--- src/rtl/pipeline_pkg.sv ---
// Shared pipeline definitions: data width, redirect vectors and the
// redirect FSM state type used by branch_redirect_unit.
package pipeline_pkg;

  localparam int unsigned XLEN = 32;

  typedef logic [XLEN-1:0] word_t;

  // Word addresses loaded into the PC at boot and on a trap.
  localparam word_t RESET_VECTOR_DEF = 32'h0000_0000;
  localparam word_t TRAP_VECTOR_DEF  = 32'h0000_0100;

  typedef enum logic [1:0] {
    BOOT   = 2'd0,
    RUN    = 2'd1,
    SQUASH = 2'd2
  } redirect_state_t;

endpackage

--- src/rtl/branch_redirect_unit_if.sv ---
// Execute-side bus of the redirect unit.
//   ex_valid/ex_is_branch/ex_taken/ex_target/trap : resolved instruction info
//   newPC/branchEnable                              : redirect to the PC
//   squash                                          : invalidate younger stages
//   redirect_count/branch_count                     : performance counters
// master = execute stage / PC side, slave = branch_redirect_unit.
interface branch_redirect_unit_if;
  import pipeline_pkg::*;

  logic  ex_valid;
  logic  ex_is_branch;
  logic  ex_taken;
  word_t ex_target;
  logic  trap;
  word_t newPC;
  logic  branchEnable;
  logic  squash;
  word_t redirect_count;
  word_t branch_count;

  modport master (
    output ex_valid, ex_is_branch, ex_taken, ex_target, trap,
    input  newPC, branchEnable, squash, redirect_count, branch_count
  );

  modport slave (
    input  ex_valid, ex_is_branch, ex_taken, ex_target, trap,
    output newPC, branchEnable, squash, redirect_count, branch_count
  );

endinterface

--- src/rtl/wrap_counter.sv ---
// Free-running event counter that wraps from all-ones to zero.
//   clk   : clock
//   clr_n : synchronous active-low clear
//   en    : count this cycle
//   count : current value
module wrap_counter
  import pipeline_pkg::*;
#(
  parameter int unsigned WIDTH = XLEN
) (
  input  logic             clk,
  input  logic             clr_n,
  input  logic             en,
  output logic [WIDTH-1:0] count
);

  // NOTE: clear is sampled on the clock edge only; it is not in the
  // sensitivity list, so this is a synchronous clear.
  always_ff @(posedge clk) begin
    if (!clr_n) begin
      count <= '0;
    end else if (en) begin
      count <= count + 1'b1;
    end
  end

endmodule

--- src/rtl/branch_redirect_unit.sv ---
// Branch/trap redirect unit beside the execute stage.
//   clk, rst_n : clock, synchronous active-low reset
//   bus        : slave side of branch_redirect_unit_if
// Drives the PC with the boot vector, taken-branch targets and the trap
// vector in the same cycle the event is seen, then squashes PIPE_DEPTH
// cycles of wrong-path instructions. Counts redirects and correct-path
// branches.
module branch_redirect_unit
  import pipeline_pkg::*;
#(
  parameter word_t       RESET_VECTOR = RESET_VECTOR_DEF,
  parameter word_t       TRAP_VECTOR  = TRAP_VECTOR_DEF,
  parameter int unsigned PIPE_DEPTH   = 2
) (
  input  logic                   clk,
  input  logic                   rst_n,
  branch_redirect_unit_if.slave  bus
);

  localparam logic [3:0] SQ_LOAD = 4'(PIPE_DEPTH);

  redirect_state_t state;
  logic [3:0]      sq_cnt;

  logic take_trap;
  logic take_branch;
  logic redirect;
  logic count_branch;

  // Qualifiers only matter when execute holds a live instruction and the
  // unit is not squashing; trap wins over a simultaneous taken branch.
  always_comb begin
    // NOTE: every output of this block gets a default first so no path
    // leaves a value unassigned, which would infer a latch.
    take_trap        = 1'b0;
    take_branch      = 1'b0;
    count_branch     = 1'b0;
    bus.branchEnable = 1'b0;
    bus.newPC        = '0;
    bus.squash       = 1'b0;

    // Reset held low presents the boot redirect whatever state holds.
    if (!rst_n || state == BOOT) begin
      bus.branchEnable = 1'b1;
      bus.newPC        = RESET_VECTOR;
      bus.squash       = 1'b1;
    end else if (state == SQUASH) begin
      bus.squash       = 1'b1;
    end else begin
      take_trap    = bus.ex_valid & bus.trap;
      take_branch  = bus.ex_valid & bus.ex_is_branch & bus.ex_taken & ~bus.trap;
      count_branch = bus.ex_valid & bus.ex_is_branch & ~bus.trap;
      if (take_trap) begin
        bus.branchEnable = 1'b1;
        bus.newPC        = TRAP_VECTOR;
      end else if (take_branch) begin
        bus.branchEnable = 1'b1;
        bus.newPC        = bus.ex_target;
      end
    end
  end

  assign redirect = take_trap | take_branch;

  // NOTE: state registers use non-blocking assignments so every flop
  // samples pre-edge values regardless of statement order.
  always_ff @(posedge clk) begin
    if (!rst_n) begin
      state  <= BOOT;
      sq_cnt <= '0;
    end else begin
      unique case (state)
        BOOT: begin
          state  <= SQUASH;
          sq_cnt <= SQ_LOAD;
        end
        RUN: begin
          if (redirect) begin
            state  <= SQUASH;
            sq_cnt <= SQ_LOAD;
          end
        end
        SQUASH: begin
          sq_cnt <= sq_cnt - 4'd1;
          if (sq_cnt == 4'd1) begin
            state <= RUN;
          end
        end
        default: begin
          state  <= BOOT;
          sq_cnt <= '0;
        end
      endcase
    end
  end

  wrap_counter #(.WIDTH(XLEN)) u_redirect_cnt (
    .clk   (clk),
    .clr_n (rst_n),
    .en    (redirect),
    .count (bus.redirect_count)
  );

  wrap_counter #(.WIDTH(XLEN)) u_branch_cnt (
    .clk   (clk),
    .clr_n (rst_n),
    .en    (count_branch),
    .count (bus.branch_count)
  );

endmodule

--- src/flat_wrapper.sv ---
// flat-port wrapper written by rule: the top's interface ports become plain ports
module branch_redirect_unit_flat import pipeline_pkg::*;
#(
  parameter word_t       RESET_VECTOR = RESET_VECTOR_DEF,
  parameter word_t       TRAP_VECTOR  = TRAP_VECTOR_DEF,
  parameter int unsigned PIPE_DEPTH   = 2
)
  (clk, rst_n, bus_ex_valid, bus_ex_is_branch, bus_ex_taken, bus_ex_target, bus_trap, bus_newPC, bus_branchEnable, bus_squash, bus_redirect_count, bus_branch_count);
  branch_redirect_unit_if bus_i ();
  input  logic clk;
  input  logic rst_n;
  input wire logic [$bits(bus_i.ex_valid)-1:0] bus_ex_valid;
  input wire logic [$bits(bus_i.ex_is_branch)-1:0] bus_ex_is_branch;
  input wire logic [$bits(bus_i.ex_taken)-1:0] bus_ex_taken;
  input wire logic [$bits(bus_i.ex_target)-1:0] bus_ex_target;
  input wire logic [$bits(bus_i.trap)-1:0] bus_trap;
  output wire logic [$bits(bus_i.newPC)-1:0] bus_newPC;
  output wire logic [$bits(bus_i.branchEnable)-1:0] bus_branchEnable;
  output wire logic [$bits(bus_i.squash)-1:0] bus_squash;
  output wire logic [$bits(bus_i.redirect_count)-1:0] bus_redirect_count;
  output wire logic [$bits(bus_i.branch_count)-1:0] bus_branch_count;
  assign bus_i.ex_valid = bus_ex_valid;
  assign bus_i.ex_is_branch = bus_ex_is_branch;
  assign bus_i.ex_taken = bus_ex_taken;
  assign bus_i.ex_target = bus_ex_target;
  assign bus_i.trap = bus_trap;
  assign bus_newPC = bus_i.newPC;
  assign bus_branchEnable = bus_i.branchEnable;
  assign bus_squash = bus_i.squash;
  assign bus_redirect_count = bus_i.redirect_count;
  assign bus_branch_count = bus_i.branch_count;
  branch_redirect_unit #(.RESET_VECTOR(RESET_VECTOR), .TRAP_VECTOR(TRAP_VECTOR), .PIPE_DEPTH(PIPE_DEPTH)) u_core (.clk(clk), .rst_n(rst_n), .bus(bus_i));
endmodule
--- config.mk ---
export PLATFORM = sky130hd
export DESIGN_NAME = branch_redirect_unit_flat
export DESIGN_NICKNAME = d
export VERILOG_FILES = /design/src/rtl/pipeline_pkg.sv /design/src/rtl/branch_redirect_unit_if.sv /design/src/rtl/wrap_counter.sv /design/src/rtl/branch_redirect_unit.sv /design/src/flat_wrapper.sv
export SDC_FILE = /design/constraint.sdc
export NUM_CORES = 1
export LEC_CHECK = 0
export ABC_AREA = 1
export CAP_MARGIN = 0
export CORE_MARGIN = 3
export CORE_UTILIZATION = 45
export CTS_CLUSTER_DIAMETER = 80
export DETAILED_ROUTE_END_ITERATION = 10
export PLACE_DENSITY_LB_ADDON = 0.12
export SYNTH_ARGS = -nofsm -noshare
export SYNTH_HDL_FRONTEND = slang
export SYNTH_HIERARCHICAL = 1
export SYNTH_SLANG_ARGS = --single-unit
export TNS_END_PERCENT = 100
--- constraint.sdc ---
create_clock -name clk -period 2.4 [get_ports clk]
set_input_delay 0.6 -clock clk [delete_from_list [all_inputs] [get_ports clk]]
set_output_delay 0.6 -clock clk [all_outputs]
set_load 0.005 [all_outputs]
---- Word level (Yosys, flattened, before mapping) ----
Index checks and enable logic that the tools add are counted.
storage, ports and cells
  register bits after elaboration ......... 70
  output and inout bits ................... 98
  bits of input ports ..................... 38
  word-level logic and storage cells ...... 44
operators by class
  bitwise operators ....................... 7
  reduce and logical (&&, ||, !) cells .... 4
  multiplexer cells ....................... 21
  equal/unequal tests ..................... 5
  $add $sub $neg .......................... 3
operators by type and width
  operator                                                                 number
  32-bit two-way mux                                                       4
  32-bit by 1-bit adder with 32-bit output, second input constant          2
  1-bit two-way mux                                                        12
  4-bit case mux with 3 select lines                                       1
  2-bit case mux with 3 select lines                                       1
  1-bit bitwise AND                                                        5
  4-bit by 1-bit equality test with 1-bit output, second input constant    1
  2-bit two-way mux                                                        2
  4-bit two-way mux                                                        1
  4-bit by 1-bit subtractor with 4-bit output, second input constant       1
  2-bit by 1-bit equality test with 1-bit output, second input constant    1
  2-bit equality test, second input constant                               1
  2-bit logical NOT                                                        1
  2-bit by 1-bit inequality test with 1-bit output, second input constant  1
  2-bit inequality test, second input constant                             1
  2-bit AND reduction                                                      1
  1-bit logical NOT                                                        1
  1-bit logical OR                                                         1
  1-bit inverter                                                           1
  1-bit OR                                                                 1

---- Depth between registers and ports, before layout ----
  depth after elaboration ................. 8
  depth in mapped cells ................... 14

---- Hierarchy ----
Netlist, hierarchy kept.
modules (own cells, without submodules)
  module                area an instance (sq um)  instances  cells an instance
  wrap_counter          1750.4                    2          260
  branch_redirect_unit  684.4                     1          122

---- Worst setup path after synthesis ----
No wires, ideal clock.
  path kind ............................... input to register
  from .................................... input port bus_ex_is_branch
  to ...................................... register u_core.u_redirect_cnt.count[24]
  path slack .............................. 0.509 ns
  buffers on the path ..................... 1
  arrival time ............................ 1.776 ns
  cell stages on the path ................. 12
  cells stage by stage .................... nand3_1 -> nand2_1 -> nand3_1 -> inv_1 -> buf_4 -> nand2_2 -> nor2_4 -> nand3_4 -> nor2_1 -> nand3_1 -> nand2_1 -> nor2_1
between the ends
  word-level cells in the longest chain between the ends .. 6
ends and longest elaborated chain
  item                            line                        text
  start, declared                 flat_wrapper.sv:13          input wire logic [$bits(bus_i.ex_is_branch)-1:0] bus_ex_is_branch;
  1-bit bitwise AND (3 in a row)  branch_redirect_unit.sv:51  take_branch = bus.ex_valid & bus.ex_is_branch & bus.ex_taken & ~bus.trap;
  1-bit two-way mux               branch_redirect_unit.sv:47  end else if (state == SQUASH) begin
  1-bit two-way mux               branch_redirect_unit.sv:43  if (!rst_n || state == BOOT) begin
  1-bit OR                        branch_redirect_unit.sv:63  assign redirect = take_trap | take_branch;
  via u_core.redirect             branch_redirect_unit.sv:27  logic redirect;
  end signal, assigned            wrap_counter.sv:23          count <= count + 1'b1;
  end, declared                   wrap_counter.sv:14          output logic [WIDTH-1:0] count
The timed path passes the listed nets, and every way through them passes these cells.
A chain may end at the register's enable or synchronous reset.

---- Worst setup path in the final report ----
  from .................................... input port bus_ex_taken
  to ...................................... output port bus_newPC[24]
between the ends
  word-level cells in the longest chain between the ends .. 6
ends and longest elaborated chain
  item                            line                        text
  start, declared                 flat_wrapper.sv:14          input wire logic [$bits(bus_i.ex_taken)-1:0] bus_ex_taken;
  1-bit bitwise AND (2 in a row)  branch_redirect_unit.sv:51
  32-bit two-way mux              branch_redirect_unit.sv:56  end else if (take_branch) begin
  32-bit two-way mux              branch_redirect_unit.sv:53  if (take_trap) begin
  32-bit two-way mux              branch_redirect_unit.sv:47
  32-bit two-way mux              branch_redirect_unit.sv:43
  end, declared                   flat_wrapper.sv:17          output wire logic [$bits(bus_i.newPC)-1:0] bus_newPC;
No other way between the ends.

==> summary.md <==
| Metric | Value |
|---|---|
| Initial antenna violation count | 0 |
| Fmax | 430.0 MHz |
| YS warnings | 6 |
| Die width | 102.4 um |
| Ratio of cells with drive above 1 in the final layout | 0.1650 |
| Hold-fix buffers, CTS | 0 |
| Ports | 136 |
| Post-Syn Instances | 642 |
| Root Buffer | clkbuf_8 |
| Synth Area in Adders | 0.01196 |
| PortBufs | 135 |
| Seq/Total Area, Yosys | 0.3348 |
| Clk_skew | 15.31 ps |
| PD cells | 413.4 nW/um^2 |
| Clk sinks | 70 |
| Setup slack after layout | 74.68 ps |
| Simple-gate area share of the yosys netlist | 0.4374 |
| Largest family of logic cells by synthesized area | simple AND/OR/NAND/NOR gates |
| Crit Path Category | in2out |
| Maximum fanout along the worst path | 8 |
| Total Wirelength | 11.72 mm |
| Critical Path AT | 1730 ps |
| Via/cell ratio | 4.890 |
| Critical Path Max Stage Delay | 280 ps |
| Routability Congestion | 0.8515 |
| Status | finished, final reports clean |
| Max-cap viol count | 0 |
| # DRC | 0 |
| Post-route minimum period | 2325 ps |
| Final Slew Violations | 0 |
| Cell Chain, Critical Path | dlygate4sd2_1 > nand3_2 > nor2_4 > nand2_4 > bufbuf_16 > nor2_1 > dlygate4sd2_1 |
| Slew margin rel. | 0.6367 |
| Lkg Pwr | 2.674 nW |
| Clock-pin slew on the worst setup and hold paths | 70 ps |
| Compound-cell area share of the yosys netlist | 0.09268 |
| Finish-stage setup viols | 0 |
| Ant diodes | 0 |
| Post-Syn Area | 4185 sq um |
| Pwr Total | 2.520 mW |
| Grt ovf | 0 |
| Top area cells in the synthesized netlist | dfxtp_1, nand2_1, nor2_1 |
| Critical Path RT | 1800 ps |
| RSZ-0062 raised after global routing | false |
| Clock buffer depth | 2 |
| P&R area growth vs syn | 45.68% |
| Worst setup SP type | input pin |
| Pin count of the biggest net entering global routing | 53 |
| Critical Path Most Common Cell | dlygate4sd2_1 |
| Core Region | 8891 sq um |
| Worst path slowest cell | bufbuf_16 |
| XOR/XNOR Fraction of Synth Area | 0.01256 |
| Fin util | 0.6858 |
| Synth Register Bits | 70 |
| Synth Area per Inst | 6.519 sq um |
| Mux cell area share after synthesis | 0 |
| First-pass GRT wire length | 19.11 mm |
| Worst hold path class | reg2reg |
| Initial DRC count | 163 |
| Drt pass-1 iters | 5 |
| Final nets | 849 |
| Post-Place Setup Slack | -434.3 ps |
| Area after DPL | 5796 sq um |
| Area fraction of the dominant cell type after synthesis | 0.3348 |
| Netlist cell types | 29 |
| Post-Syn Nets | 684 |
| Core Rows | 34 |
| Post-route cell area | 6097 sq um |
| CTS tree | built |
| Final period util | 0.9689 |
| Htree depth | 3 |
| Gr usage total | 0.2261 |
| CP Capture Type | output port |
| Clock latency on the worst-skew pair | 350 ps |
| Least-Margin Pin Slew | 544.9 ps |
| Filler cells | 762 |
| Via total after detailed routing | 4,499 |
| Post-route ant nets | 0 |
| Final Hold Fails | 0 |
| Yosys top cell by area | dfxtp_1 |
| Vias in the first global route | 4,136 |
| Total die area | 10,490 sq um |
| Cts bufs inserted | 9 |
| Die H | 102.4 um |
| Post-DR wirelength/cell | 12.74 um |
| Worst vdd ir | 269.3 uV |
| Starting density of the core | 0.4707 |
| Post-DP HPWL | 8.851 mm |
[synth_stat cells]
library cell and n:
ha_1 4, o21a_1 4, nor2_8 2, buf_6 3, o21ai_1 1, nor2_1 113, a31o_2 2, a21o_1 1
nand3_1 48, buf_1 2, dfxtp_1 70, nand2_2 16, inv_1 95, inv_4 2, nand3_2 4, nand4_1 15
xnor2_1 6, nor2_2 30, clkinv_1 2, nor2_4 14, a21oi_1 46, o21ai_0 16, and3_1 2, nand3_4 2
nand2_1 129, inv_2 4, o21ai_2 2, nor3_1 3, buf_4 4
[sequential cells by signal, summed over array words and instances, names as in the netlist]
register,flops
u_core/sq_cnt,4
u_core/state,2
u_core/u_branch_cnt/count,32
u_core/u_redirect_cnt/count,32
[per-stage QoR]
step,hold slack (ps),setup TNS (ps),cells
6_report,502.7,0,920
5_1_grt,533.7,0,920
3_5_place_dp,486.3,-20500,901
2_1_floorplan,453.5,0,642
4_1_cts,505.7,0,919
3_3_place_gp,481.6,-17420,901
[what timing repair did]
action / CTS / global route
pin swaps: 2 / 3
resized for setup: 66 / 5
setup endpoints to repair: 34 / 8
gates cloned: 2 / 0
setup buffers: 0 / 1
[cell type report]
type	instances	area (sq um)	share of cell area
Tap cell	108	135.1	0.02216
Clock buffer	12	165.2	0.02709
Multi-Input combinational cell	460	2338	0.3835
Sequential cell	70	1403	0.2300
Clock inverter	4	76.32	0.01252
Inverter	103	391.6	0.06423
Timing Repair Buffer	163	1588	0.2604
[metal layers]
metal / up-vias / global-route usage / part of all wire
met5: - / 0 / 0
met2: 125 / 0.4116 / 0.51
met1: 2025 / 0.2745 / 0.44
met4: 0 / 0.06357 / 0.0089
li1: 2337 / - / -
met3: 12 / 0.03413 / 0.047
[where the power goes]
| group | switching [mW] | internal [mW] |
|---|---|---|
| registers | 0.00890 | 1.17 |
| clock network | 0.471 | 0.675 |
| logic | 0.0933 | 0.102 |
[cell usage in the layout (no fill, tap or decap), drive strengths merged, types with 19 or more instances in the layout]
cell,instances
nor2,159
nand2,145
clkdlybuf4s50,97
a21oi,46
buf,30
dfxtp,70
inv,102
dlygate4sd2,19
nand3,54
o21ai,19
[worst max-delay path, delay by kind of cell]
kind / cells / cell delay (ps)
buf+inv: 3 / 740
simple gates: 4 / 380
[final timing paths]
| path | start | endpoint | slack (ps) | cells past startpoint |
|---|---|---|---|---|
| setup / recovery | bus_ex_taken | bus_newPC[24] | 70 | 7 |
| hold / removal | u_core/sq_cnt[3] | u_core/sq_cnt[3] | 500 | 2 |
| setup reg to reg | u_core/state[1] | u_core/u_branch_cnt/count[24] | 410 | 13 |
| hold reg to reg | u_core/sq_cnt[3] | u_core/sq_cnt[3] | 500 | 2 |
[kinds of logic (layout without fill, tap and decap cells)]
kind of cell / Yosys count / after routing
AO/OA/AOI/OAI: 72 / 72
buffers and inverters: 112 / 282
adder cells (fa/ha/maj): 4 / 4
AND/OR/NAND/NOR: 378 / 378
flip-flops: 70 / 70
XOR/XNOR: 6 / 6
No activity file was read; power rests on OpenSTA's default activity.
